**config.mk**
```make
export PLATFORM = sky130hd
export DESIGN_NAME = bcd_cmd_counter
export DESIGN_NICKNAME = d
export VERILOG_FILES = /design/src/rtl/bcd_cmd_pkg.sv /design/src/rtl/bcd_digit.sv /design/src/rtl/bcd_cmd_counter.sv
export SDC_FILE = /design/constraint.sdc
export NUM_CORES = 1
export LEC_CHECK = 0
export ABC_AREA = 1
export ABC_CLOCK_PERIOD_IN_PS = 2400
export CAP_MARGIN = 20
export CORE_MARGIN = 4
export CORE_UTILIZATION = 54
export CTS_CLUSTER_SIZE = 16
export DETAILED_ROUTE_END_ITERATION = 8
export PLACE_DENSITY = 0.77
export SLEW_MARGIN = 0
export SYNTH_ARGS = -nofsm -noshare
export SYNTH_HDL_FRONTEND = slang
export SYNTH_HIERARCHICAL = 1
export SYNTH_SLANG_ARGS = --single-unit
```
**constraint.sdc**
```tcl
create_clock -name clk -period 2.4 [get_ports clk]
set_clock_uncertainty 0.2 [all_clocks]
set_input_delay 0.6 -clock clk [delete_from_list [all_inputs] [get_ports clk]]
set_output_delay 0.6 -clock clk [all_outputs]
set_load 0.005 [all_outputs]
```
**src/rtl/bcd_cmd_pkg.sv**
```systemverilog
// Shared constants and FSM state types for the BCD command counter.
package bcd_cmd_pkg;

  localparam logic [7:0] CH_R  = 8'h52;
  localparam logic [7:0] CH_C  = 8'h43;
  localparam logic [7:0] CH_M  = 8'h4D;
  localparam logic [7:0] CH_U  = 8'h55;
  localparam logic [7:0] CH_D  = 8'h44;
  localparam logic [7:0] CH_L  = 8'h4C;
  localparam logic [7:0] CH_S  = 8'h53;
  localparam logic [7:0] CH_CR = 8'h0D;
  localparam logic [7:0] CH_LF = 8'h0A;
  localparam logic [7:0] CH_SP = 8'h20;
  localparam logic [7:0] CH_0  = 8'h30;

  typedef enum logic {
    LD_IDLE,
    LD_LOAD
  } load_state_e;

  typedef enum logic [1:0] {
    RP_IDLE,
    RP_SEND,
    RP_CR,
    RP_LF
  } rep_state_e;

  function automatic logic [7:0] to_upper(input logic [7:0] c);
    return (c >= 8'h61 && c <= 8'h7A) ? (c - 8'h20) : c;
  endfunction

  function automatic logic is_digit(input logic [7:0] c);
    return (c >= CH_0) && (c <= 8'h39);
  endfunction

endpackage

```
**src/rtl/bcd_digit.sv**
```systemverilog
// One BCD digit: synchronous clear/load, step up or down with carry/borrow out.
module bcd_digit
  import bcd_cmd_pkg::*;
(
  input  logic       clk,
  input  logic       rst,
  input  logic       clr_i,
  input  logic       ld_i,
  input  logic [3:0] ld_val_i,
  input  logic       step_i,
  input  logic       down_i,
  output logic [3:0] digit_o,
  output logic       carry_o
);

  logic [3:0] digit_q, digit_d;

  always_comb begin
    digit_d = digit_q;
    if (clr_i) begin
      digit_d = '0;
    end else if (ld_i) begin
      digit_d = ld_val_i;
    end else if (step_i) begin
      if (down_i) digit_d = (digit_q == 4'd0) ? 4'd9 : digit_q - 4'd1;
      else        digit_d = (digit_q >= 4'd9) ? 4'd0 : digit_q + 4'd1;
    end
  end

  // Carry/borrow ripples combinationally; the next digit steps in the same edge.
  assign carry_o = step_i & (down_i ? (digit_q == 4'd0) : (digit_q == 4'd9));
  assign digit_o = digit_q;

  always_ff @(posedge clk or negedge rst) begin
    if (!rst) digit_q <= '0;
    else      digit_q <= digit_d;
  end

endmodule

```
**src/rtl/bcd_cmd_counter.sv**
```systemverilog
// DIGITS-digit BCD up/down counter controlled by button pulses and UART ASCII
// commands, with a multi-digit decimal load and an ASCII status report on tx.
module bcd_cmd_counter
  import bcd_cmd_pkg::*;
#(
  parameter int unsigned DIGITS   = 4,
  parameter int unsigned TICK_DIV = 10_000_000
) (
  input  logic                  clk,
  input  logic                  rst,
  input  logic                  btn_run,
  input  logic                  btn_clear,
  input  logic                  btn_mode,
  input  logic [7:0]            rx_data,
  input  logic                  rx_valid,
  input  logic                  tx_ready,
  output logic [7:0]            tx_data,
  output logic                  tx_valid,
  output logic [4*DIGITS-1:0]   count_bcd,
  output logic                  running,
  output logic                  dir_down,
  output logic                  wrap,
  output logic                  cmd_err
);

  localparam int unsigned IW = (DIGITS > 1) ? $clog2(DIGITS) : 1;
  localparam int unsigned CW = $clog2(TICK_DIV);
  localparam logic [IW-1:0] IDX_MSD   = IW'(DIGITS - 1);
  localparam logic [CW-1:0] PRESC_MAX = CW'(TICK_DIV - 1);

  logic [7:0]          ch;
  logic [4*DIGITS-1:0] count;
  logic [DIGITS:0]     step_chain;

  logic u_run, u_clear, u_mode, u_up, u_down, ld_start, rp_req, err_d;
  logic clear_ev, tick, tick_eff;

  logic                running_q, running_d, dir_q, dir_d, wrap_q, err_q;
  logic [CW-1:0]       presc_q, presc_d;
  load_state_e         ld_state_q, ld_state_d;
  logic [IW-1:0]       ld_idx_q, ld_idx_d;
  logic [4*DIGITS-1:0] shadow_q, shadow_d;
  logic                commit_q, commit_d;
  rep_state_e          rp_state_q, rp_state_d;
  logic [IW-1:0]       rp_idx_q, rp_idx_d, rp_nxt;
  logic [4*DIGITS-1:0] snap_q, snap_d;
  logic [3:0]          nxt_dig;
  logic [7:0]          tx_data_q, tx_data_d;
  logic                tx_valid_q, tx_valid_d;

  assign ch = to_upper(rx_data);

  // Bytes arriving during LOAD are digits or an abort, never commands.
  always_comb begin
    u_run    = 1'b0;
    u_clear  = 1'b0;
    u_mode   = 1'b0;
    u_up     = 1'b0;
    u_down   = 1'b0;
    ld_start = 1'b0;
    rp_req   = 1'b0;
    err_d    = 1'b0;
    if (rx_valid) begin
      if (ld_state_q == LD_LOAD) begin
        err_d = !is_digit(ch);
      end else begin
        case (ch)
          CH_R:                u_run    = 1'b1;
          CH_C:                u_clear  = 1'b1;
          CH_M:                u_mode   = 1'b1;
          CH_U:                u_up     = 1'b1;
          CH_D:                u_down   = 1'b1;
          CH_L:                ld_start = 1'b1;
          CH_S: begin
            if (rp_state_q == RP_IDLE) rp_req = 1'b1;
            else                       err_d  = 1'b1;
          end
          CH_CR, CH_LF, CH_SP: ;
          default:             err_d    = 1'b1;
        endcase
      end
    end
  end

  always_comb begin
    clear_ev  = btn_clear | u_clear;
    running_d = running_q ^ (btn_run | u_run);
    dir_d     = dir_q;
    if (u_up)                       dir_d = 1'b0;
    else if (u_down)                dir_d = 1'b1;
    else if (btn_mode | u_mode)     dir_d = ~dir_q;
    tick    = running_q && (presc_q == PRESC_MAX);
    presc_d = presc_q;
    if (clear_ev || commit_q) presc_d = '0;
    else if (tick)            presc_d = '0;
    else if (running_q)       presc_d = presc_q + 1'b1;
    tick_eff = tick & ~clear_ev & ~commit_q;
  end

  always_comb begin
    ld_state_d = ld_state_q;
    ld_idx_d   = ld_idx_q;
    shadow_d   = shadow_q;
    commit_d   = 1'b0;
    if (ld_state_q == LD_IDLE) begin
      if (ld_start) begin
        ld_state_d = LD_LOAD;
        ld_idx_d   = IDX_MSD;
      end
    end else if (rx_valid) begin
      if (is_digit(ch)) begin
        shadow_d      = shadow_q << 4;
        shadow_d[3:0] = ch[3:0];
        if (ld_idx_q == '0) begin
          commit_d   = 1'b1;
          ld_state_d = LD_IDLE;
        end else begin
          ld_idx_d = ld_idx_q - 1'b1;
        end
      end else begin
        ld_state_d = LD_IDLE;
      end
    end
  end

  assign rp_nxt = rp_idx_q - 1'b1;

  always_comb begin
    nxt_dig = '0;
    for (int unsigned i = 0; i < DIGITS; i++) begin
      if (IW'(i) == rp_nxt) nxt_dig = snap_q[4*i +: 4];
    end
  end

  always_comb begin
    rp_state_d = rp_state_q;
    rp_idx_d   = rp_idx_q;
    snap_d     = snap_q;
    tx_data_d  = tx_data_q;
    tx_valid_d = tx_valid_q;
    case (rp_state_q)
      RP_IDLE: begin
        if (rp_req) begin
          snap_d     = count;
          rp_idx_d   = IDX_MSD;
          tx_valid_d = 1'b1;
          tx_data_d  = CH_0 | {4'h0, count[4*DIGITS-1 -: 4]};
          rp_state_d = RP_SEND;
        end
      end
      RP_SEND: begin
        if (tx_valid_q && tx_ready) begin
          if (rp_idx_q == '0) begin
            rp_state_d = RP_CR;
            tx_data_d  = CH_CR;
          end else begin
            rp_idx_d  = rp_nxt;
            tx_data_d = CH_0 | {4'h0, nxt_dig};
          end
        end
      end
      RP_CR: begin
        if (tx_valid_q && tx_ready) begin
          rp_state_d = RP_LF;
          tx_data_d  = CH_LF;
        end
      end
      RP_LF: begin
        if (tx_valid_q && tx_ready) begin
          rp_state_d = RP_IDLE;
          tx_valid_d = 1'b0;
        end
      end
      default: rp_state_d = RP_IDLE;
    endcase
  end

  assign step_chain[0] = tick_eff;

  for (genvar g = 0; g < DIGITS; g++) begin : g_digit
    bcd_digit u_digit (
      .clk      (clk),
      .rst      (rst),
      .clr_i    (clear_ev),
      .ld_i     (commit_q),
      .ld_val_i (shadow_q[4*g +: 4]),
      .step_i   (step_chain[g]),
      .down_i   (dir_q),
      .digit_o  (count[4*g +: 4]),
      .carry_o  (step_chain[g+1])
    );
  end

  always_ff @(posedge clk or negedge rst) begin
    if (!rst) begin
      running_q  <= 1'b0;
      dir_q      <= 1'b0;
      wrap_q     <= 1'b0;
      err_q      <= 1'b0;
      presc_q    <= '0;
      ld_state_q <= LD_IDLE;
      ld_idx_q   <= '0;
      shadow_q   <= '0;
      commit_q   <= 1'b0;
      rp_state_q <= RP_IDLE;
      rp_idx_q   <= '0;
      snap_q     <= '0;
      tx_data_q  <= '0;
      tx_valid_q <= 1'b0;
    end else begin
      running_q  <= running_d;
      dir_q      <= dir_d;
      wrap_q     <= step_chain[DIGITS];
      err_q      <= err_d;
      presc_q    <= presc_d;
      ld_state_q <= ld_state_d;
      ld_idx_q   <= ld_idx_d;
      shadow_q   <= shadow_d;
      commit_q   <= commit_d;
      rp_state_q <= rp_state_d;
      rp_idx_q   <= rp_idx_d;
      snap_q     <= snap_d;
      tx_data_q  <= tx_data_d;
      tx_valid_q <= tx_valid_d;
    end
  end

  assign count_bcd = count;
  assign running   = running_q;
  assign dir_down  = dir_q;
  assign wrap      = wrap_q;
  assign cmd_err   = err_q;
  assign tx_data   = tx_data_q;
  assign tx_valid  = tx_valid_q;

endmodule

```
==> flow_summary.json <==
{
  "hp-class": "flop to flop",
  "cp-start-kind": "flop",
  "finalSetupViolCount": 24,
  "track_usage_pct": 25.5,
  "p_seq_share_pct": 35.9,
  "port_buffers": 41,
  "layout_min_cycle_time_ns": 2.74,
  "yosys-top-cells-area": "dfrtp_1, nand2_1, inv_1, ha_1, nand3_1",
  "slowest_delay_ns": 0.40,
  "yosys_most_used_dff": "dfrtp_1",
  "grt_pass1_vias": 5792,
  "ys_seq_area_share_pct": 36.8,
  "dieArea_mm2": 0.0126,
  "drive_gt1_share_pct": 24.8,
  "power.leakage_nw": 3.98,
  "status": "finished with violations",
  "path_buf_inv": 5,
  "die_x_um": 112,
  "ant_nets": 0,
  "syn_area_per_cell_um2": 7.13,
  "cp_cell_sequence": "inv_2 -> nand4_1 -> nor4_4 -> nand4_1 -> nor2_1 -> inv_1 -> nor3_2 -> inv_2 -> nor3_2 -> inv_1 -> nor3_2 -> inv_2 -> nand3_4 -> nand2_4 -> nor2_4 -> nand2_1 -> nand2_1",
  "cts_tree": "done",
  "dp_hpwl_um": 11500,
  "globalplace.congestion": 0.952,
  "finalHoldViolations": 0,
  "yosysTopAreaCell": "dfrtp_1",
  "syn-cell-area_mm2": 0.00585,
  "multiInputGateArea_mm2": 0.00350,
  "gr-total-overflow": 0,
  "regArea_mm2": 0.00215,
  "ys_types": 43,
  "critPathKind": "flop to flop",
  "maxUsedRoutingLayer": "met4",
  "internal_power_mw": 3.09,
  "required_ns": 2.52,
  "ys_seq_elements": 86,
  "maxSlewHeadroom_pct": 57.3,
  "drv_slew": 0,
  "crit_slowest_cell": "dfrtp_1",
  "drt_iter0_markers": 484,
  "vias_per_cell": 5.36,
  "wl_met2_um": 8130,
  "core_mm2": 0.0104,
  "cts_buffers": 9,
  "m1WireLength_um": 7020,
  "yosysMostFrequentCell": "nand2_1",
  "total_power_mw": 5.08,
  "start_util_pct": 56.1,
  "area_growth_pct": 32.5,
  "worstMarginPinSlew_ns": 0.635,
  "pwr-share-clk_pct": 20.9,
  "ctsHtreeMaxLevel": 3,
  "synthCells": 820,
  "crit_family": "simple AND/OR/NAND/NOR gates",
  "wl_per_cell_um": 14.4,
  "crit_fanout": 4,
  "met3_length_um": 630,
  "antenna_found_initial": 0,
  "grt_max_degree": 41,
  "wl_um": 16000,
  "fin_nets": 1016,
  "cp-end-kind": "flop",
  "max-vdd-ir-drop_mv": 0.575,
  "vias": 5973,
  "max_freq_mhz": 364,
  "rsz0062_at_grt": "yes",
  "finalSetupTns_ns": -3.62,
  "clockRootBuffer": "clkbuf_8",
  "total_switching_power_mw": 2.00,
  "num_io_pins": 44,
  "p_sw_share_pct": 39.3,
  "violations": "negative setup slack",
  "die_y_um": 112,
  "synth-edff-count": 0,
  "period_share_pct": 114,
  "clockBufferDepth": 2,
  "synthTopCellsByCount": "nand2_1, inv_1, dfrtp_1, nor2_1, nand3_1",
  "grt_pass1_wl_um": 26600,
  "p_comb_share_pct": 43.2,
  "cts_sinks": 86,
  "power_density_mw_per_mm2": 656,
  "synthArstFlopShare_pct": 100,
  "drcViolationCount": 0,
  "clk_latency_ns": 0.37,
  "yosysWarnings": 6,
  "setup_ws_ns": -0.344,
  "fillers": 787,
  "n_antenna_cell": 0,
  "clkTransAtPathRegs_ns": 0.09,
  "netlist.area_leader.share_pct": 36.8,
  "drtPass1Iterations": 5,
  "fp-row-count": 37,
  "worstPathArrival_ns": 2.86,
  "drv_cap": 0
}
-- cell type report --
type,instances,area share [%]
clock buffer,11,1.82
clock inverter,5,0.759
inverter,104,5.10
multi-input combinational,613,45.2
sequential,86,27.8
tap,136,2.20
timing repair buffer,160,17.1
-- final timing paths --
check | startpoint | to | slack [ns] | cells past startpoint
setup / recovery | presc_q[8]$_DFFE_PN0P_ | g_digit[3].u_digit/digit_o[3]$_DFFE_PN0P_ | -0.34 | 17
hold / removal | tx_data[0]$_DFFE_PN0P_ | tx_data[0]$_DFFE_PN0P_ | 0.28 | 2
setup reg to reg | presc_q[8]$_DFFE_PN0P_ | g_digit[3].u_digit/digit_o[3]$_DFFE_PN0P_ | -0.34 | 17
hold reg to reg | tx_data[0]$_DFFE_PN0P_ | tx_data[0]$_DFFE_PN0P_ | 0.28 | 2
max in group asynchronous | rst | dir_down$_DFFE_PN0P_ | 0.89 | 3
min in group asynchronous | rst | tx_data[4]$_DFFE_PN0P_ | 0.51 | 2
-- cells in the final DEF, fill, tap and decap left out, drive strengths merged, types with 11 or more instances in the layout --
master	instances
a21oi	16
buf	124
clkbuf	14
clkdlybuf4s50	32
dfrtp	86
ha	27
inv	104
nand2	263
nand3	65
nand4	31
nor2	93
nor3	18
nor4	11
o21ai	33
xor2	22
-- what timing repair did --
action | CTS | global route
gates cloned | 0 | 0
pin swaps | 30 | 31
resized for setup | 58 | 65
endpoints found under the hold margin | 30 | 0
endpoints found under the setup margin | 88 | 60
buffers inserted | 13 | 9
hold buffers | 1 | 0
-- flip-flops by register name, summed over array words and instances, names as in the netlist, 2 cells and up --
signal / count
ld_idx_q: 2
g_digit.u_digit/digit_o: 16
presc_q: 24
snap_q: 12
tx_data: 5
shadow_q: 16
rp_idx_q: 2
rp_state_q: 2
-- worst min-delay path: cells and delay by family (launching register included) --
family        cells  cell delay [ns]
simple gates      2             0.10
flops             1             0.35
-- logic make-up after synthesis --
group           share of synthesized area (%)
simple gates                             36.5
buf+inv                                  9.07
flops                                    36.8
compound gates                           8.39
fa+ha+maj                                5.78
xor+xnor                                 3.44
other cells                            0.0641
-- power groups by stage --
| stage | clock network, mW | logic, mW | registers, mW |
|---|---|---|---|
| final | 1.06 | 2.19 | 1.82 |
| after global placement | 0 | 2.00 | 1.83 |
| after detailed placement | 0 | 2.08 | 1.85 |
| after CTS | 1.08 | 2.15 | 1.82 |
| after floorplan | 0 | 1.35 | 1.82 |
| after global routing | 1.14 | 2.45 | 1.85 |
-- per-stage QoR --
stage	setup WS, ns	util (%)	hold slack [ns]	area [um2]	std cells
after CTS	-0.450	72.5	0.280	7550	1107
after global routing	-0.494	74.4	0.323	7750	1115
after global placement	-1.06	68.2	0.255	7100	1078
after detailed placement	-1.21	68.2	0.258	7100	1078
after floorplan	-0.457	-	0.104	5910	821
final	-0.344	74.4	0.275	7750	1115
-- per-layer routing --
| layer | track usage, % | vias up |
|---|---|---|
| li1 | - | 2943 |
| met3 | 4.04 | 26 |
| met2 | 45.2 | 155 |
| met5 | 0 | - |
| met4 | 6.49 | 0 |
| met1 | 32.6 | 2849 |
(Power assumes the default switching activity.)
